**src/rtl/seq_alu.sv**
```systemverilog
// seq_alu: sequential ALU with single-cycle ops, flags register and an optional shift-add multiplier.
// Define SEQ_ALU_MUL_EN to build the multiplier (opcode 8); without it opcode 8 decodes as illegal.
module seq_alu #(
  parameter int WIDTH = 8
) (
  input  logic             clk,
  input  logic             reset,
  input  logic             start,
  input  logic [3:0]       function_select_lines,
  input  logic [WIDTH-1:0] A,
  input  logic [WIDTH-1:0] B,
  output logic             ready,
  output logic             done,
  output logic [WIDTH-1:0] reg_out,
  output logic [WIDTH-1:0] prod_hi,
  output logic [3:0]       SREG
);

  localparam int SW = $clog2(WIDTH);

  localparam logic [3:0] OP_PASS = 4'd0;
  localparam logic [3:0] OP_ADD  = 4'd1;
  localparam logic [3:0] OP_SUB  = 4'd2;
  localparam logic [3:0] OP_AND  = 4'd3;
  localparam logic [3:0] OP_OR   = 4'd4;
  localparam logic [3:0] OP_XOR  = 4'd5;
  localparam logic [3:0] OP_SHL  = 4'd6;
  localparam logic [3:0] OP_SHR  = 4'd7;
  localparam logic [3:0] OP_ADC  = 4'd9;
  localparam logic [3:0] SREG_ILLEGAL = 4'b0010;

  logic             done_q, done_d;
  logic [WIDTH-1:0] reg_out_q, reg_out_d;
  logic [3:0]       sreg_q, sreg_d;
  logic             take_alu;

  // ---------------- single-cycle datapath ----------------
  logic [SW-1:0]    sh_amt;
  logic [WIDTH:0]   shl_w, shr_w, add_w, sub_w;
  logic             adc_cin, add_v, sub_v;
  logic [WIDTH-1:0] alu_res;
  logic             alu_c, alu_v, alu_legal;
  logic [3:0]       alu_sreg;

  assign sh_amt  = B[SW-1:0];
  // One extra bit on the far side of each shift captures the last bit shifted out.
  assign shl_w   = {1'b0, A} << sh_amt;
  assign shr_w   = {A, 1'b0} >> sh_amt;
  assign adc_cin = (function_select_lines == OP_ADC) & sreg_q[0];
  assign add_w   = {1'b0, A} + {1'b0, B} + {{WIDTH{1'b0}}, adc_cin};
  assign sub_w   = {1'b0, A} - {1'b0, B};
  assign add_v   = (A[WIDTH-1] == B[WIDTH-1]) && (add_w[WIDTH-1] != A[WIDTH-1]);
  assign sub_v   = (A[WIDTH-1] != B[WIDTH-1]) && (sub_w[WIDTH-1] != A[WIDTH-1]);

  always_comb begin
    alu_res   = '0;
    alu_c     = 1'b0;
    alu_v     = 1'b0;
    alu_legal = 1'b1;
    case (function_select_lines)
      OP_PASS: alu_res = A;
      OP_ADD, OP_ADC: begin
        alu_res = add_w[WIDTH-1:0];
        alu_c   = add_w[WIDTH];
        alu_v   = add_v;
      end
      OP_SUB: begin
        alu_res = sub_w[WIDTH-1:0];
        alu_c   = sub_w[WIDTH];
        alu_v   = sub_v;
      end
      OP_AND: alu_res = A & B;
      OP_OR:  alu_res = A | B;
      OP_XOR: alu_res = A ^ B;
      OP_SHL: begin
        alu_res = shl_w[WIDTH-1:0];
        alu_c   = shl_w[WIDTH];
      end
      OP_SHR: begin
        alu_res = shr_w[WIDTH:1];
        alu_c   = shr_w[0];
      end
      default: alu_legal = 1'b0;
    endcase
    alu_sreg = alu_legal ? {alu_v, alu_res[WIDTH-1], ~|alu_res, alu_c} : SREG_ILLEGAL;
  end

`ifdef SEQ_ALU_MUL_EN
  // ---------------- iterative multiplier ----------------
  localparam logic [3:0]    OP_MUL = 4'd8;
  localparam logic [SW-1:0] LAST   = SW'(WIDTH - 1);

  typedef enum logic {ST_IDLE, ST_MUL_BUSY} state_t;

  state_t             state_q, state_d;
  logic [WIDTH-1:0]   mcand_q, mcand_d;
  logic [2*WIDTH-1:0] prod_q, prod_d;
  logic [SW-1:0]      cnt_q, cnt_d;
  logic [WIDTH-1:0]   prod_hi_q, prod_hi_d;
  logic [WIDTH:0]     step_sum;
  logic [2*WIDTH-1:0] step_prod;

  // prod_q holds {partial sum, remaining multiplier bits}; the LSB selects the add.
  assign step_sum  = {1'b0, prod_q[2*WIDTH-1:WIDTH]} + (prod_q[0] ? {1'b0, mcand_q} : '0);
  assign step_prod = {step_sum, prod_q[WIDTH-1:1]};

  always_comb begin
    state_d   = state_q;
    mcand_d   = mcand_q;
    prod_d    = prod_q;
    cnt_d     = cnt_q;
    prod_hi_d = prod_hi_q;
    done_d    = 1'b0;
    reg_out_d = reg_out_q;
    sreg_d    = sreg_q;
    take_alu  = 1'b0;
    case (state_q)
      ST_IDLE: begin
        if (start) begin
          if (function_select_lines == OP_MUL) begin
            state_d = ST_MUL_BUSY;
            mcand_d = A;
            prod_d  = {{WIDTH{1'b0}}, B};
            cnt_d   = '0;
          end else begin
            take_alu = 1'b1;
          end
        end
      end
      ST_MUL_BUSY: begin
        prod_d = step_prod;
        cnt_d  = cnt_q + SW'(1);
        if (cnt_q == LAST) begin
          state_d   = ST_IDLE;
          done_d    = 1'b1;
          reg_out_d = step_prod[WIDTH-1:0];
          prod_hi_d = step_prod[2*WIDTH-1:WIDTH];
          sreg_d    = {1'b0, step_prod[WIDTH-1], ~|step_prod, |step_prod[2*WIDTH-1:WIDTH]};
        end
      end
      default: state_d = ST_IDLE;
    endcase
    if (take_alu) begin
      done_d    = 1'b1;
      reg_out_d = alu_res;
      prod_hi_d = '0;
      sreg_d    = alu_sreg;
    end
  end

  always_ff @(posedge clk or posedge reset) begin
    if (reset) begin
      state_q   <= ST_IDLE;
      mcand_q   <= '0;
      prod_q    <= '0;
      cnt_q     <= '0;
      prod_hi_q <= '0;
    end else begin
      state_q   <= state_d;
      mcand_q   <= mcand_d;
      prod_q    <= prod_d;
      cnt_q     <= cnt_d;
      prod_hi_q <= prod_hi_d;
    end
  end

  assign ready   = (state_q == ST_IDLE);
  assign prod_hi = prod_hi_q;
`else
  always_comb begin
    take_alu  = start;
    done_d    = 1'b0;
    reg_out_d = reg_out_q;
    sreg_d    = sreg_q;
    if (take_alu) begin
      done_d    = 1'b1;
      reg_out_d = alu_res;
      sreg_d    = alu_sreg;
    end
  end

  assign ready   = 1'b1;
  assign prod_hi = '0;
`endif

  always_ff @(posedge clk or posedge reset) begin
    if (reset) begin
      done_q    <= 1'b0;
      reg_out_q <= '0;
      sreg_q    <= '0;
    end else begin
      done_q    <= done_d;
      reg_out_q <= reg_out_d;
      sreg_q    <= sreg_d;
    end
  end

  assign done    = done_q;
  assign reg_out = reg_out_q;
  assign SREG    = sreg_q;

endmodule

```
**config.mk**
```make
export PLATFORM = sky130hd
export DESIGN_NAME = seq_alu
export DESIGN_NICKNAME = d
export VERILOG_FILES = /design/src/rtl/seq_alu.sv
export SDC_FILE = /design/constraint.sdc
export NUM_CORES = 1
export LEC_CHECK = 0
export CAP_MARGIN = 10
export CELL_PAD_IN_SITES_DETAIL_PLACEMENT = 1
export CELL_PAD_IN_SITES_GLOBAL_PLACEMENT = 1
export CORE_ASPECT_RATIO = 0.9
export CORE_MARGIN = 1.5
export CORE_UTILIZATION = 40
export DETAILED_ROUTE_END_ITERATION = 12
export PLACE_DENSITY = 0.86
export SYNTH_ARGS = -nofsm -noshare
export SYNTH_HDL_FRONTEND = slang
export SYNTH_SLANG_ARGS = --single-unit
```
**constraint.sdc**
```tcl
create_clock -name clk -period 2.8 [get_ports clk]
set_input_delay 0.28 -clock clk [delete_from_list [all_inputs] [get_ports clk]]
set_output_delay 0.28 -clock clk [all_outputs]
set_load 0.02 [all_outputs]
```
* Word level (Yosys, flattened, before mapping) *
Index checks and enable logic that the tools add are counted.

operators by class
  eq/ne operators = 12
  muxes and demuxes = 6
  bitwise gates (word level) = 4
  shift operators = 2
  reduce and logical (&&, ||, !) cells = 7
  add/sub/neg operators = 3

operators by type and width
  operator                                                                count
  8-bit case mux with 8 select lines                                      1
  4-bit by 3-bit equality test with 1-bit output (second input constant)  4
  8-bit by 8-bit adder with 9-bit output                                  1
  9-bit by 1-bit adder with 9-bit output                                  1
  9-bit OR reduction                                                      1
  8-bit by 3-bit left shift with 9-bit output                             1
  9-bit by 3-bit right shift with 9-bit output                            1
  8-bit by 8-bit subtractor with 9-bit output                             1
  8-bit bitwise AND                                                       1
  4-bit by 2-bit equality test with 1-bit output (second input constant)  2
  8-bit OR                                                                1
  8-bit OR reduction                                                      1
  8-bit XOR                                                               1
  4-bit by 1-bit equality test with 1-bit output (second input constant)  1
  4-bit equality test (second input constant)                             1
  4-bit logical NOT                                                       1
  4-bit two-way mux                                                       1
  1-bit case mux with 4 select lines                                      1
  1-bit != test                                                           3
  1-bit logical AND                                                       2
  1-bit two-way mux                                                       2
  1-bit case mux with 2 select lines                                      1
  2-bit OR reduction                                                      1
  1-bit bitwise AND                                                       1
  other kinds (2)                                                         2

storage, ports and cells
  register bits after elaboration = 13
  word-level logic and storage cells = 37
  output and inout bits = 22
  bits of input ports = 23

* Longest topological paths before layout *
Gate-level depths: netlist of the first run.

  depth in word-level cells = 7
  mapped depth = 13
  mapped depth without buffers = 12

* Worst setup path before layout of the first run *
No wires, ideal clock.

  kind = input-to-reg
  start = input function_select_lines[1]
  end = register sreg_q[1] (netlist: SREG[1])
  buffers on the path = 2
  data arrival time = 2.946 ns
  library setup time = 0.080 ns
  data required time = 2.720 ns
  stages = 13
  setup slack = -0.226 ns
  path through = clkbuf_2 > clkbuf_8 > nor2_1 > nand3_1 > fa_1 > fa_1 > nand2b_1 > a21oi_1 > a31o_2 > o221ai_1 > a211oi_2 > a41oi_1 > nor3b_2

on the way
  cells in the longest elaborated chain, start to end = 7
  elaborated cells between the ends (all ways) = 18
  those cells by class = 1 x add/sub; 8 x eq/ne; 3 x mux; 1 x bitwise; 5 x reduce/logical

ends and longest elaborated chain
  item                                    line    text
  start: declaration                      9       input logic [3:0] function_select_lines,
  4-bit equality test                     49, 60
  1-bit bitwise AND                       49      assign adc_cin = (function_select_lines == OP_ADC) & sreg_q[0];
  9-bit by 1-bit adder with 9-bit output  50      assign add_w = {1'b0, A} + {1'b0, B} + {{WIDTH{1'b0}}, adc_cin};
  8-bit case mux with 8 select lines      60      case (function_select_lines)
  8-bit OR reduction                      85      alu_sreg = alu_legal ? {alu_v, alu_res[WIDTH-1], ~|alu_res, alu_c} : SREG_ILLEGAL;
  1-bit logical NOT                       85
  4-bit two-way mux *                     85
  end signal: assignment                  194     sreg_q <= sreg_d;
  end: declaration                        34      logic [3:0] sreg_q, sreg_d;

Every way passes the cells marked *; elsewhere a longest branch is shown, timed or not.
A chain may end at the register's enable or synchronous reset.

* Worst setup path after layout of the first run *
  start = register sreg_q[0] (netlist: SREG[0])
  end = register sreg_q[1] (netlist: SREG[1])

on the way
  cells in the longest elaborated chain, start to end = 6

ends and longest elaborated chain
  item                                    line
  1-bit bitwise AND                       49
  9-bit by 1-bit adder with 9-bit output  50
  8-bit case mux with 8 select lines      60
  8-bit OR reduction                      85
  1-bit logical NOT                       85
  4-bit two-way mux                       85

Every way passes these cells.

==> impl_metrics.csv, run 1 <==
group,metric,value,unit
outcome,outcome,"finished, final reports clean",
drt,vias,2863,
clock_network,cts_tree,"built",
clock_network,cts_buffer_depth,2,
worst_setup_path,start_kind,"flop",
power_and_ir_drop,ir_drop,0.2038,mV
drt,highest-signal-layer,"met4",
yosys,synth.top_cells.by_count,"nor2_1 (30), inv_1 (27), ha_1 (25)",
clock_network,h-tree-depth,1,
die,start_util,0.4113,
die,pin_count,45,
power_and_ir_drop,p_per_area,304.1,nW/um^2
drt,wl_met3,627,microns
grt,track_usage,0.2986,
sta,maxSlewHeadroom,0.4275,
sta,tns,0,ns
grt,gr-total-overflow,0,
place,gp_congestion,0.9385,
final_layout,finish.utilization,0.5576,
sta,drv_slew,0,
place,port_buffers,35,
drt,drc,0,
final_layout,diodes,0,
yosys,yosys-top-cells-area,"dfrtp_1 (13%), ha_1 (13%), mux2i_1 (7.2%), nor2_1 (4.5%), a21oi_1 (4.2%)",
drt,wl_met1,4314,microns
worst_setup_path,r2r_cells,10,
yosys,synth_cell_types,66,
yosys,synth_edf_count,0,
sta,max_freq,370.8,MHz
worst_setup_path,endpoint_kind,"flop",
drt,ant_nets,0,
place,preCtsSetupSlack,-0.4826,ns
worst_setup_path,rr_endpoint,"SREG[1]",
worst_setup_path,rrSetupSlack,0.10,ns
min_path,min_path_type,"in -> async",
yosys,yosysTopAreaCellShare,0.1301,
place,dp_cells,450,
power_and_ir_drop,p_leak,1.555,nW
yosys,syn_area_per_cell,8.147,sq um
yosys,syn_area,2501,sq um
drt,wl_per_cell,22.32,microns
job,cap_violations,0,
yosys,async_flop_share,1.000,
worst_setup_path,required,2.98,ns
yosys,postSynthCellCount,307,
clock_network,cts-buffers-inserted,3,
yosys,synth.most_common_cell,"nor2_1",
grt,antenna_found_initial,0,
final_layout,layout-drive-gt1-share,0.2868,
drt,drt-initial-drc-count,193,
worst_setup_path,critPathKind,"reg -> reg",
die,coreArea,6081,sq um
clock_network,clock_sinks,13,
yosys,seq_area_frac_synth,0.1301,
yosys,synth_top_area_cell,"dfrtp_1",
worst_setup_path,arrival,2.87,ns
worst_setup_path,cp_max_fo,3,
yosys,ys.flop_type,"dfrtp_1",
clock_network,clk_latency,0.25,ns
worst_setup_path,crit_path_end,"SREG[1]",
sta,worst_pin_slew,0.8521,ns
worst_setup_path,startpoint,"SREG[0]",
grt,grt_pass1_wl,15730,microns
sta,final_hold_viol_count,0,
sta,fin_crit,2.697,ns
grt,grt_pass1_vias,2990,
final_layout,fin_cells,459,
yosys,synth-seq-cells,13,
die,fp.dieH,78.02,microns
clock_network,root_buffer,"clkbuf_8",
die,rows,27,
clock_network,hold_buffers,0,
sta,setup_viol,0,
place,hpwl,7449,microns
drt,routed_wl,10250,microns
drt,wl_met2,4972,microns
yosys,ys_warn_count,0,
clock_network,clk_pin_slew,0.06,ns
final_layout,nets,439,
sta,timing.hold.ws,0.4052,ns
die,dieArea,6737,sq um
grt,grt_max_degree,24,
sta,post-route-period-util,0.9631,
sta,finalClockSkew,0.006781,ns
final_layout,syn2layout_area_growth,35.57,%
drt,via_per_inst,6.237,
drt,dr.pass1.iters,4,
sta,layout_setup_ws,0.1035,ns
die,die_x,86.35,microns
worst_setup_path,r2r-start,"SREG[0]",
-- cells by family after synthesis --
logic type,Yosys count,share of synthesized area
compound gates,92,0.2766
xor+xnor,3,0.01051
fa+ha+maj,28,0.1491
buf+inv,54,0.1231
flops,13,0.1301
mux,25,0.1126
other cells,2,0.003003
simple gates,90,0.1951
-- metrics by stage --
stage	total power, mW	cell area (sq um)
floorplan	0.5517	2541
global placement	0.7621	3196
detailed placement	0.7846	3196
CTS	0.9900	3326
global route	1.077	3391
finish	1.031	3391
-- critical path, stage by stage (launching register included) --
cell      delay (ns)
dfrtp_2         0.42
nand3_2         0.10
fa_2            0.36
fa_2            0.36
nand2b_4        0.18
a32oi_2         0.20
or3_1           0.14
nand4_1         0.18
nor4b_4         0.35
a41oi_2         0.17
nor3b_2         0.17
-- sequential cells by signal (all words and copies together), names as in the netlist --
signal and cells:
reg_out 8, SREG 4, done 1
-- routing by layer --
layer / vias to the layer above / global-route usage
li1: 1279 / -
met1: 1430 / 0.3814
met2: 122 / 0.5063
met3: 32 / 0.05047
met4: 0 / 0.1032
met5: - / 0
-- layout make-up --
cell class | count | area, sq um
timing repair buffer | 96 | 793.3
multi-input combinational | 247 | 2034
sequential | 13 | 326.6
tap | 72 | 90.09
inverter | 27 | 101.3
clock buffer | 4 | 45.04
fill | 739 | 2690
-- cells in the final DEF, fill, tap and decap left out, drive strengths merged, types with 4 or more instances in the layout --
cell type,instances
o21ai,7
o211ai,4
clkbuf,5
inv,27
conb,9
nor3,12
a22oi,6
a21oi,21
dfrtp,13
a211oi,4
nor2b,6
a221oi,4
nor2,30
mux2,5
buf,63
a22o,8
or3,6
o2bb2ai,6
mux2i,18
clkdlybuf4s50,29
ha,25
nand2,11
nand2b,10
-- how the worst min path moves through the flow --
stage / endpoint / startpoint / cells after the start
floorplan: SREG[0] / reset / 1
global placement: reg_out[1] / reg_out[1] / 1
finish: reg_out[2] / reset / 2
global route: reg_out[4] / reset / 2
CTS: reg_out[2] / reset / 2
detailed placement: reg_out[6] / reg_out[6] / 1
-- where the power goes --
part           internal [mW]  leakage, nW  switching [mW]  total, mW
Combinational          0.293         1.36           0.336      0.629
Sequential             0.208        0.169          0.0157      0.224
Clock                  0.101       0.0228          0.0770      0.178
-- timing repair --
action                     in CTS  in global routing
pin swaps                      11                 12
cloned                          0                  0
setup endpoints to repair       5                  6
gates resized for setup        21                 16
buffers inserted                4                  1
(Power assumes the default switching activity.)
==> run 2, diff against run 1 <==
--- a/config.mk
+++ b/config.mk
@@ -5,12 +5,13 @@
 export SDC_FILE = /design/constraint.sdc
 export NUM_CORES = 1
 export LEC_CHECK = 0
+export ABC_AREA = 1
 export CAP_MARGIN = 10
 export CELL_PAD_IN_SITES_DETAIL_PLACEMENT = 1
 export CELL_PAD_IN_SITES_GLOBAL_PLACEMENT = 1
 export CORE_ASPECT_RATIO = 0.9
 export CORE_MARGIN = 1.5
-export CORE_UTILIZATION = 40
+export CORE_UTILIZATION = 36
 export DETAILED_ROUTE_END_ITERATION = 12
 export PLACE_DENSITY = 0.86
 export SYNTH_ARGS = -nofsm -noshare
==> impl_metrics.csv, run 2 <==
group,metric,value,unit
clock_network,hold_buffers,0,
final_layout,largest_reg_flops,8,
yosys,synth_top_area_cell,"nand2_1",
outcome,outcome,"finished, final reports clean",
drt,ant_nets,0,
yosys,yosysTopAreaCellShare,0.2745,
power_and_ir_drop,p_leak,1.763,nW
die,die_x,91.13,microns
yosys,seq_area_frac_synth,0.1293,
final_layout,fin_cells,602,
place,gp_congestion,0.9628,
sta,maxSlewHeadroom,0.6521,
clock_network,clock_sinks,13,
worst_setup_path,path_cells,"clkdlybuf4s50_1 > inv_1 > nand3_1 > inv_1 > nand3_1 > fa_2 > fa_2 > inv_2 > nand3_1 > nand3_1 > nand2_1 > nand3_1 > nand2_1 > inv_1 > nand2_1 > nor2_1 > nand3_1 > a21oi_1",
die,start_util,0.3780,
die,fp.dieH,82.31,microns
yosys,postSynthCellCount,460,
sta,post-route-period-util,0.9088,
power_and_ir_drop,comb_power_share,0.567,
clock_network,post_cts_buffers,0,
final_layout,nets,564,
worst_setup_path,critPathKind,"in -> reg",
clock_network,cts-buffers-inserted,3,
final_layout,mostFrequentLayoutCells,"nand2_1 (184), nand3_1 (54), inv_1 (52)",
die,rows,28,
clock_network,cts_tree,"built",
yosys,ys_warn_count,0,
worst_setup_path,slowest_stage,"clkdlybuf4s50_1",
place,hpwl,8411,microns
drt,drt-initial-drc-count,217,
yosys,async_flop_share,1.000,
worst_setup_path,slowest_delay,0.42,ns
power_and_ir_drop,power_frac_clock,0.184,
drt,drc,0,
grt,track_usage,0.2722,
yosys,synth.top_cells.by_count,"nand2_1 (184), nand3_1 (54), inv_1 (53)",
yosys,syn_area,2516,sq um
grt,grt_pass1_wl,16040,microns
die,pin_count,45,
clock_network,root_buffer,"clkbuf_8",
yosys,yosys.area_share.adder,0.1482,
yosys,synth_mux_area_frac,0,
yosys,synth-simple-area-share,0.4978,
worst_setup_path,endpoint_kind,"flop",
worst_setup_path,start_kind,"input pin",
sta,fin_crit,2.545,ns
clock_network,cts_buffer_depth,2,
sta,worst_pin_slew,0.5213,ns
clock_network,clk_latency,0.25,ns
final_layout,syn2layout_area_growth,24.07,%
final_layout,layout-drive-gt1-share,0.08984,
drt,wl_per_cell,16.54,microns
die,coreArea,6656,sq um
power_and_ir_drop,p_per_area,291.7,nW/um^2
grt,grt_max_degree,18,
yosys,yosys-top-cells-area,"nand2_1 (27%), dfrtp_1 (13%), ha_1 (12%), nand3_1 (11%), inv_1 (7.9%)",
drt,dr.pass1.iters,4,
power_and_ir_drop,seqPwrFrac,0.249,
sta,finalClockSkew,0.001882,ns
clock_network,h-tree-depth,1,
place,port_buffers,35,
clock_network,clk_pin_slew,0.06,ns
sta,max_freq,393.0,MHz
final_layout,diodes,0,
final_layout,finish.utilization,0.4690,
power_and_ir_drop,finalPower,0.9106,mW
sta,timing.hold.ws,0.3680,ns
yosys,synth_compound_area_frac,0.07757,
power_and_ir_drop,net-switching-power,0.4079,mW
yosys,synth-seq-cells,13,
sta,setup_viol,0,
yosys,synth.most_common_cell,"nand2_1",
grt,antenna_found_initial,0,
worst_setup_path,cpMostUsedCell,"nand3_1",
place,dp_cells,598,
job,cap_violations,0,
grt,gr-total-overflow,0,
drt,via_per_inst,5.279,
sta,final_hold_viol_count,0,
power_and_ir_drop,swShare,0.4479,
min_path,min_path_type,"in -> async",
die,dieArea,7501,sq um
yosys,syn_area_per_cell,5.470,sq um
drt,vias,3178,
yosys,synth_xor_area_frac,0.003481,
yosys,synth_top_family_by_area,"simple AND/OR/NAND/NOR gates",
yosys,ys.flop_type,"dfrtp_1",
power_and_ir_drop,power.internal,0.5027,mW
worst_setup_path,cp_max_fo,3,
worst_setup_path,rrSetupSlack,0.58,ns
worst_setup_path,required,2.97,ns
clock_network,cts_resized,0,
yosys,synth_cell_types,30,
worst_setup_path,arrival,2.72,ns
power_and_ir_drop,ir_drop,0.1585,mV
sta,drv_slew,0,
sta,rsz0062_at_grt,"no",
grt,grt_pass1_vias,3273,
final_layout,layout_commonest_cell,"nand2_1",
drt,routed_wl,9960,microns
yosys,synth_edf_count,0,
## run 2: changes by cell type after synthesis, sizes merged, moves of 8 or more
cell / previous run / this run
nand2: 11 / 185
nand3: 1 / 54
inv: 27 / 59
mux2i: 18 / 0
nor2: 30 / 47
nor3: 12 / 1
nand2b: 10 / 0
a22o: 8 / 0
nand4: 1 / 9
## run 2: metrics by stage
step | area, sq um | worst slack (ns) | setup TNS (ns)
after floorplan | 2542 | 0.3793 | 0
after global placement | 3070 | 0.006675 | 0
after detailed placement | 3070 | -0.08493 | -0.08493
after CTS | 3117 | 0.1262 | 0
after global routing | 3122 | 0.06027 | 0
final | 3122 | 0.2554 | 0
## run 2: worst max-delay path, delay by kind of cell
family / cells / cell delay, ns
AOI/OAI and AO/OA: 1 / 0.13
adders and majority gates: 2 / 0.73
buffers and inverters: 5 / 0.75
and+or+nand+nor: 10 / 0.82
## run 2: metal layers
metal / track usage / vias up / wire, microns
li1: - / 1538 / -
met1: 0.3387 / 1506 / 4495
met2: 0.4627 / 108 / 4472
met3: 0.05403 / 26 / 612
met4: 0.1188 / 0 / 380
met5: 0 / - / 0
## run 2: kinds of logic (layout without fill, tap and decap cells)
| family | after synthesis | after routing |
|---|---|---|
| buffers and inverters | 79 | 124 |
| DFF | 13 | 13 |
| adders and majority gates | 28 | 28 |
| AOI/OAI and AO/OA | 36 | 36 |
| xor gates and xnor gates | 1 | 1 |
| and+or+nand+nor | 301 | 301 |
| other | 2 | 9 |
## run 2: path summary, 6_finish.rpt
check / start / end / depth (start not counted)
max: function_select_lines[2] / SREG[1] / 18
min reg2reg: SREG[2] / SREG[2] / 2
max reg2reg: SREG[0] / SREG[1] / 14
max in group asynchronous: reset / reg_out[7] / 2
min: reset / reg_out[5] / 2
min in group clk: SREG[2] / SREG[2] / 2
## run 2: final cells by class
cell class,count,area [sq um]
fill,975,3535
multi-input combinational,375,1868
timing repair buffer,61,545.5
sequential,13,325.3
inverter,59,224.0
tap,90,112.6
clock buffer,3,41.29
clock inverter,1,5.005
## run 2: power by group through the flow
stage | logic [mW] | clock network, mW | registers (mW)
4_1_cts | 0.509 | 0.168 | 0.226
3_5_place_dp | 0.506 | 0 | 0.229
5_1_grt | 0.567 | 0.175 | 0.229
6_report | 0.516 | 0.168 | 0.226
3_3_place_gp | 0.482 | 0 | 0.228
2_1_floorplan | 0.276 | 0 | 0.255
